$ cat config.mk
export PLATFORM = sky130hd
export DESIGN_NAME = word_mem_access_unit_flat
export DESIGN_NICKNAME = d
export VERILOG_FILES = /design/src/rtl/word_mem_access_unit_if.sv /design/src/rtl/word_mem_access_unit.sv /design/src/flat_wrapper.sv
export SDC_FILE = /design/constraint.sdc
export NUM_CORES = 2
export LEC_CHECK = 0
export BUFFER_PORTS_ARGS = -buffer_cell sky130_fd_sc_hd__buf_2
export CAP_MARGIN = 30
export CORE_MARGIN = 4
export CORE_UTILIZATION = 30
export DETAILED_ROUTE_END_ITERATION = 8
export PLACE_DENSITY = 0.44
export SKIP_LAST_GASP = 1
export SLEW_MARGIN = 20
export SYNTH_ARGS = -nofsm -noshare
export SYNTH_HDL_FRONTEND = slang
export SYNTH_SLANG_ARGS = --single-unit
$ cat constraint.sdc
create_clock -name clock -period 20.4 [get_ports clock]
set_clock_uncertainty 0.05 [all_clocks]
set_input_delay 3.06 -clock clock [delete_from_list [all_inputs] [get_ports clock]]
set_output_delay 3.06 -clock clock [all_outputs]
set_load 0.03 [all_outputs]
$ cat src/rtl/word_mem_access_unit_if.sv
// Request/response channel between the core model and the word memory access unit.
interface word_mem_access_unit_if #(
    parameter int unsigned ADDR_W = 30
);
    logic              req_valid;
    logic              req_ready;
    logic              req_write;
    logic [ADDR_W-1:0] req_addr;
    logic [31:0]       req_wdata;
    logic [3:0]        req_wstrb;
    logic              resp_valid;
    logic              resp_ready;
    logic [31:0]       resp_rdata;
    logic              resp_err;

    modport master (
        output req_valid, req_write, req_addr, req_wdata, req_wstrb, resp_ready,
        input  req_ready, resp_valid, resp_rdata, resp_err
    );

    modport slave (
        input  req_valid, req_write, req_addr, req_wdata, req_wstrb, resp_ready,
        output req_ready, resp_valid, resp_rdata, resp_err
    );
endinterface

$ cat src/rtl/word_mem_access_unit.sv
// Word load/store front end over a byte-wide memory: each word access is split
// into four sequential single-byte accesses and answered on a response channel.
module word_mem_access_unit #(
    parameter int unsigned ADDR_W    = 30,
    parameter int unsigned MEM_BYTES = 512,
    parameter int unsigned IDX_W     = 9
) (
    input logic                    clock,
    input logic                    reset,
    word_mem_access_unit_if.slave  bus
);
    localparam int unsigned CNT_W  = 2;
    localparam int unsigned DATA_W = 32;

    typedef enum logic [1:0] {
        S_IDLE   = 2'd0,
        S_ACCESS = 2'd1,
        S_RESP   = 2'd2
    } state_e;

    state_e              state_q, state_d;
    logic [CNT_W-1:0]    cnt_q, cnt_d;
    logic                write_q, write_d;
    logic [IDX_W-1:0]    base_q, base_d;
    logic [DATA_W-1:0]   wdata_q, wdata_d;
    logic [3:0]          wstrb_q, wstrb_d;
    logic [DATA_W-1:0]   asm_q, asm_d;
    logic                req_ready_q, req_ready_d;
    logic                resp_valid_q, resp_valid_d;
    logic                resp_err_q, resp_err_d;
    logic [DATA_W-1:0]   resp_rdata_q, resp_rdata_d;

    // Byte storage is deliberately outside reset so contents survive it.
    logic [7:0]          mem [MEM_BYTES];

    logic [IDX_W-1:0]    req_base_c;
    logic                in_range_c;
    logic [IDX_W-1:0]    byte_idx_c;
    logic [7:0]          rd_byte_c;
    logic                mem_we_c;
    logic [7:0]          mem_wbyte_c;

    assign req_base_c = IDX_W'({bus.req_addr, 2'b00});
    assign in_range_c = (bus.req_addr[ADDR_W-1:IDX_W-2] == '0);
    assign byte_idx_c = base_q + IDX_W'(cnt_q);
    assign rd_byte_c  = mem[byte_idx_c];

    assign bus.req_ready  = req_ready_q;
    assign bus.resp_valid = resp_valid_q;
    assign bus.resp_err   = resp_err_q;
    assign bus.resp_rdata = resp_rdata_q;

    // Next-state and output logic.
    always_comb begin
        state_d      = state_q;
        cnt_d        = cnt_q;
        write_d      = write_q;
        base_d       = base_q;
        wdata_d      = wdata_q;
        wstrb_d      = wstrb_q;
        asm_d        = asm_q;
        resp_valid_d = resp_valid_q;
        resp_err_d   = resp_err_q;
        resp_rdata_d = resp_rdata_q;
        mem_we_c     = 1'b0;
        mem_wbyte_c  = wdata_q[{cnt_q, 3'b000} +: 8];

        case (state_q)
            S_IDLE: begin
                if (bus.req_valid) begin
                    write_d = bus.req_write;
                    base_d  = req_base_c;
                    wdata_d = bus.req_wdata;
                    wstrb_d = bus.req_wstrb;
                    asm_d   = '0;
                    cnt_d   = '0;
                    if (in_range_c) begin
                        state_d = S_ACCESS;
                    end else begin
                        state_d      = S_RESP;
                        resp_valid_d = 1'b1;
                        resp_err_d   = 1'b1;
                        resp_rdata_d = '0;
                    end
                end
            end

            S_ACCESS: begin
                // Masked store bytes still take their cycle to keep latency fixed.
                if (write_q) begin
                    mem_we_c = wstrb_q[cnt_q];
                end else begin
                    asm_d[{cnt_q, 3'b000} +: 8] = rd_byte_c;
                end
                cnt_d = cnt_q + CNT_W'(1);
                if (cnt_q == CNT_W'(3)) begin
                    state_d      = S_RESP;
                    resp_valid_d = 1'b1;
                    resp_err_d   = 1'b0;
                    resp_rdata_d = write_q ? '0 : asm_d;
                end
            end

            S_RESP: begin
                if (bus.resp_ready) begin
                    state_d      = S_IDLE;
                    resp_valid_d = 1'b0;
                    resp_err_d   = 1'b0;
                    resp_rdata_d = '0;
                end
            end

            default: begin
                state_d = S_IDLE;
            end
        endcase

        req_ready_d = (state_d == S_IDLE);
    end

    // Control and response registers.
    always_ff @(posedge clock) begin
        if (reset) begin
            state_q      <= S_IDLE;
            cnt_q        <= '0;
            write_q      <= 1'b0;
            base_q       <= '0;
            wdata_q      <= '0;
            wstrb_q      <= '0;
            asm_q        <= '0;
            req_ready_q  <= 1'b1;
            resp_valid_q <= 1'b0;
            resp_err_q   <= 1'b0;
            resp_rdata_q <= '0;
        end else begin
            state_q      <= state_d;
            cnt_q        <= cnt_d;
            write_q      <= write_d;
            base_q       <= base_d;
            wdata_q      <= wdata_d;
            wstrb_q      <= wstrb_d;
            asm_q        <= asm_d;
            req_ready_q  <= req_ready_d;
            resp_valid_q <= resp_valid_d;
            resp_err_q   <= resp_err_d;
            resp_rdata_q <= resp_rdata_d;
        end
    end

    // A byte write already in flight completes even in a reset cycle.
    always_ff @(posedge clock) begin
        if (mem_we_c) begin
            mem[byte_idx_c] <= mem_wbyte_c;
        end
    end
endmodule

$ cat src/flat_wrapper.sv
// flat-port wrapper written by rule: the top's interface ports become plain ports
module word_mem_access_unit_flat 
#(
    parameter int unsigned ADDR_W    = 30,
    parameter int unsigned MEM_BYTES = 512,
    parameter int unsigned IDX_W     = 9
)
  (clock, reset, bus_req_valid, bus_req_write, bus_req_addr, bus_req_wdata, bus_req_wstrb, bus_resp_ready, bus_req_ready, bus_resp_valid, bus_resp_rdata, bus_resp_err);
  word_mem_access_unit_if #(.ADDR_W(ADDR_W)) bus_i ();
  input logic clock;
  input logic reset;
  input wire logic [$bits(bus_i.req_valid)-1:0] bus_req_valid;
  input wire logic [$bits(bus_i.req_write)-1:0] bus_req_write;
  input wire logic [$bits(bus_i.req_addr)-1:0] bus_req_addr;
  input wire logic [$bits(bus_i.req_wdata)-1:0] bus_req_wdata;
  input wire logic [$bits(bus_i.req_wstrb)-1:0] bus_req_wstrb;
  input wire logic [$bits(bus_i.resp_ready)-1:0] bus_resp_ready;
  output wire logic [$bits(bus_i.req_ready)-1:0] bus_req_ready;
  output wire logic [$bits(bus_i.resp_valid)-1:0] bus_resp_valid;
  output wire logic [$bits(bus_i.resp_rdata)-1:0] bus_resp_rdata;
  output wire logic [$bits(bus_i.resp_err)-1:0] bus_resp_err;
  assign bus_i.req_valid = bus_req_valid;
  assign bus_i.req_write = bus_req_write;
  assign bus_i.req_addr = bus_req_addr;
  assign bus_i.req_wdata = bus_req_wdata;
  assign bus_i.req_wstrb = bus_req_wstrb;
  assign bus_i.resp_ready = bus_resp_ready;
  assign bus_req_ready = bus_i.req_ready;
  assign bus_resp_valid = bus_i.resp_valid;
  assign bus_resp_rdata = bus_i.resp_rdata;
  assign bus_resp_err = bus_i.resp_err;
  word_mem_access_unit #(.ADDR_W(ADDR_W), .MEM_BYTES(MEM_BYTES), .IDX_W(IDX_W)) u_core (.clock(clock), .reset(reset), .bus(bus_i));
endmodule
Word-level counts from Yosys, hierarchy flattened
Memories as Yosys holds them, arrays and structs flattened.
Cells that the tools add are included.
Operators by class
  add/subtract/negate cells: 3
  magnitude comparators: 1
  equal/unequal tests: 7
  shifts and indexed selects: 3
  muxes and demuxes: 30
  reduce and logical (&&, ||, !) cells: 8
Operators with widths (count)
  $mux 32: 7
  $pmux 32 s3: 1
  $pmux 32 s2: 1
  $bwmux 32: 1
  $shift 8x7->32 const A: 1
  $shiftx 32x6->8: 1
  $shiftx 8x7->32: 1
  $logic_not 23->1: 1
  $mux 1: 10
  $mux 2: 5
  $add 9x2->9: 1
  $neg 5->7: 1
  $ne 2x2->1 const B: 3
  $pmux 1 s3: 2
  $pmux 2 s3: 1
  $reduce_and 5->1: 1
  $eq 2x2->1 const B: 2
  $logic_not 2->1: 2
  $pmux 2 s2: 1
  $reduce_and 2->1: 2
  $lt 2x3->1 const B: 1
  $reduce_bool 3->1: 1
  $add 2x1->2 const B: 1
  $bmux 1 s2: 1
  3 further kinds: 3
Word-level totals
  flip-flop bits (word level): 115
  memory bits (writable): 4096
  memories kept: 1
Memories
  u_core.mem: depth 512, bits a word 8, rd ports 1, clocked after Yosys merged registers in 0, write ports 1, RTL line word_mem_access_unit.sv:34  | logic [7:0] mem [MEM_BYTES];

Logic depth before layout (Yosys ltp)
An unclocked memory read counts as a cell.
  word-level depth: 8
  gate-level depth with buffers: 16

Worst setup path after synthesis
Ideal clock, no wire load.
  kind: register -> register
  from: register u_core.cnt_q[1]
  to: memory u_core.mem[0][0] (data pin)
  library setup time: 0.903 ns
  data arrival time: 5.710 ns
  path slack: 13.737 ns
  cell stages (with the launch flop): 10
  cells stage by stage: dfxtp_1 buf_4 buf_4 buf_2 buf_2 buf_2 buf_2 clkbuf_1 clkbuf_1 mux4_2
Between the ends
  word-level cells in the longest chain between the ends: 1
RTL lines
  start, declared: RTL line word_mem_access_unit.sv:22  | logic [CNT_W-1:0] cnt_q, cnt_d;
  start signal, assigned: RTL line word_mem_access_unit.sv:137  | cnt_q <= cnt_d;
  $shiftx 32x6->8: RTL line word_mem_access_unit.sv:66  | mem_wbyte_c = wdata_q[{cnt_q, 3'b000} +: 8];
  named net u_core.mem_wbyte_c[0]: RTL line word_mem_access_unit.sv:41  | logic [7:0] mem_wbyte_c;
  end, declared: RTL line word_mem_access_unit.sv:34
The timed path passes the listed nets, and every way through them passes these cells.

Final worst setup path
  from: register u_core.cnt_q[0]
  to: register u_core.asm_q[18]
Between the ends
  word-level cells in the longest chain between the ends: 6
  elaborated cells between the ends (all ways): 8
  classes of those cells: add/sub (2); shift (2); mux (3); memory (1)
RTL lines
  $add 9x2->9: RTL line word_mem_access_unit.sv:45  | assign byte_idx_c = base_q + IDX_W'(cnt_q);
  $mem_v2 512x8
  $shiftx 8x7->32: RTL line word_mem_access_unit.sv:93  | asm_d[{cnt_q, 3'b000} +: 8] = rd_byte_c;
  $bwmux 32 *: RTL line word_mem_access_unit.sv:93
  $mux 32 *: RTL line word_mem_access_unit.sv:90  | if (write_q) begin
  $pmux 32 s2 *: RTL line word_mem_access_unit.sv:68  | case (state_q)
  end signal, assigned: RTL line word_mem_access_unit.sv:142  | asm_q <= asm_d;
  end, declared: RTL line word_mem_access_unit.sv:27  | logic [DATA_W-1:0] asm_q, asm_d;
Every way passes the cells marked *; elsewhere a longest branch is shown, timed or not.
A chain may end at the register's enable or synchronous reset.

==> flow_summary.yaml <==
power_and_ir_drop:
  switchingPower_mw: 3.84
  powerDensity_nw_per_um2: 95.3
  seqPwrFrac_pct: 53.2
  ir_worst_vdd_mv: 0.0807
  p_comb_share_pct: 2.8
  p_leak_nw: 59.5
  pwr-share-clk_pct: 44.0
  internal-power_mw: 14.1
  swShare_pct: 21.5
yosys:
  syn_area_per_cell_um2: 20.2
  ys_seq_area_share_pct: 76.9
  synth_enable_flop_cells: 4096
  syn-cell-area_um2: 163000
  ys_async_sr_fraction_pct: 0
  ys_warn_count: 0
  synth_area_leaders: "edfxtp_1 75%, mux4_2 12%, mux2i_1 2.8%"
  ys.flop_type: "edfxtp_1"
  synth-seq-cells: 4211
  synth_top_area_cell: "edfxtp_1"
  postSynthCellCount: 8086
  synth_cell_types: 69
  postSynthNetCount: 8167
  synth_top_area_share_pct: 75.4
global_route:
  grt_use_total_pct: 18.7
  grt_overflow_total: 0
  grt_pass1_wl_um: 733000
  grt_max_degree: 200
  antenna_found_initial: 54
  grt_pass1_vias: 85200
sta:
  finalMaxSlewViolations: 0
  hold_viol_final: 0
  rsz0062_at_grt: "no"
  maxSlewHeadroom_pct: 17.7
  worst_pin_slew_ns: 1.23
  setup_tns_ns: 0
  setup_viol: 0
  fmax_mhz: 137
  period_share_pct: 35.8
  fin_crit_ns: 7.31
cts:
  cts_max_level: 5
  post-cts-setup-buffers: 0
  cts_tree: "done"
  ctsHoldBuffers: 0
  ctsRootBufferMaster: "clkbuf_16"
  clk_latency_ns: 1.05
  postCtsResizedCells: 0
  clock_sinks: 4211
  clk_pin_slew_worst_paths_ns: 0.06
  cts_made_buffers: 438
  cts_max_path_buffers: 4
floorplan:
  fp.dieW_um: 745
  core_um2: 541000
  dieArea_um2: 555000
  initial_core_util_pct: 30.1
  ios: 106
  die_y_um: 745
  rows: 270
run_status:
  status: "complete, no violations"
route:
  postRouteWirelength_um: 536000
  drt-vias-per-instance: 5.31
  drt-pass1-iter-count: 5
  wl_per_cell_um: 33.3
  drt-initial-drc-count: 10200
  drc: 0
  vias: 85400
  ant_nets: 0
worst_setup_path:
  cp.required_ns: 21.27
  crit_arrival_ns: 8.18
  startpoint_type: "flop"
  cp_max_fo: 69
  worstSetupPathType: "reg -> reg"
  worst_setup_path_end_kind: "flop"
cells_and_area:
  final_nets: 8573
  drive_above_1_share_pct: 23.0
  final_core_util_pct: 34.7
  area_growth_pct: 15.2
worst_hold_path:
  min_path_type: "reg -> reg"
placement:
  portBuffers: 105
  gp_congestion: 0.847
  hpwl_um: 337000
job:
  cap_violations: 0
==> Yosys cell counts, drive strengths merged, types with 9 or more instances <==
cell type / count
clkbuf: 225
nor4: 25
ha: 10
nand4: 62
nor2b: 11
a21oi: 118
and3: 11
buf: 276
mux2i: 456
nand3: 93
o21ai: 101
a221oi: 90
a22oi: 236
a32oi: 16
o211ai: 9
and2: 17
nor3: 35
or4: 16
nor3b: 10
a2111oi: 9
nand2b: 9
nand2: 323
mux4: 853
inv: 19
edfxtp: 4096
dfxtp: 115
a22o: 40
and4: 12
a31oi: 39
nor2: 564
o22ai: 101
==> metrics by stage <==
step                total power, mW  hold slack (ns)  worst slack (ns)  cell area [um^2]  instances
floorplan                      9.94            0.375             13.74            163000       8086
global placement               10.2            0.390             12.27            172000      15100
detailed placement             10.2            0.392             13.00            173000      15200
CTS                            18.1            0.401             13.01            187000      16000
global route                   18.4            0.426             12.71            188000      16100
finish                         17.9            0.404             13.09            188000      16100
==> kinds of logic after synthesis <==
group | after synthesis | synth area share [%]
mux | 1312 | 14.6
compound gates | 801 | 3.40
simple gates | 1231 | 3.41
buf+inv | 521 | 1.67
fa+ha+maj | 10 | 0.0767
flops | 4211 | 76.9
==> cells in the final DEF, fill, tap and decap left out, types with 16 or more instances in the layout <==
cell / count
bufinv_16: 35
nor3_1: 26
clkinv_1: 100
a22oi_1: 236
mux2i_1: 455
mux4_2: 845
nand3_1: 92
dfxtp_1: 109
nor2_1: 553
clkbuf_16: 445
clkinv_2: 90
nand4_1: 62
buf_4: 311
nand2_1: 305
a22o_1: 40
o21ai_1: 47
clkbuf_1: 91
a32oi_1: 16
clkinvlp_4: 19
inv_1: 17
a21oi_1: 115
a31oi_1: 36
buf_2: 109
o21ai_0: 54
edfxtp_1: 4096
a221oi_1: 90
o22ai_1: 100
==> sequential cells by signal, indices dropped and copies added, names as in the netlist, 2 cells and up <==
name,flops
u_core.wstrb_q,4
u_core.base_q,7
u_core.asm_q,32
u_core.bus.resp_rdata,32
u_core.cnt_q,2
u_core.mem,4096
u_core.wdata_q,32
u_core.state_q,2
==> worst max-delay path, stage by stage, from the launching register on <==
cell     delay [ns]
dfxtp_4        0.69
buf_12         0.52
buf_4          0.80
buf_4          0.68
buf_4          0.64
mux4_2         0.59
nand2_1        0.08
a21oi_1        0.23
nor4b_1        1.02
nand4_1        0.37
nor4b_2        0.69
and4_1         0.44
o21ai_0        0.15
==> area by class of cell <==
type                    count  area [um^2]
diodes                     15         37.5
fillers                 50500       353000
clock inverters           266         2430
well taps                7208         9020
repair buffers            467         3770
clock buffers             540        11500
multi-input cells        3354        35600
flip-flops and latches   4211       125000
inverters                  20         85.1
==> layer usage <==
layer	share of wire, %	track usage [%]
met2	46	29.1
met3	7.3	3.24
met1	44	27.1
met5	0.017	0
met4	2.9	5.11
==> power groups by stage <==
stage          registers [mW]  logic, mW  clock network [mW]
2_1_floorplan            9.73      0.207                   0
3_3_place_gp             9.70      0.487                   0
3_5_place_dp             9.71      0.505                   0
4_1_cts                  9.52      0.505                8.03
5_1_grt                  9.52      0.532                8.40
6_report                 9.52      0.510                7.87
==> path summary, 6_finish.rpt <==
check	from	cells past startpoint	endpoint	slack, ns
min reg2reg	u_core.asm_q[9]	2	u_core.asm_q[9]	0.40
min	u_core.asm_q[9]	2	u_core.asm_q[9]	0.40
max	u_core.cnt_q[0]	12	u_core.asm_q[18]	13.09
max reg2reg	u_core.cnt_q[0]	12	u_core.asm_q[18]	13.09
No activity file was read; power rests on OpenSTA's default activity.
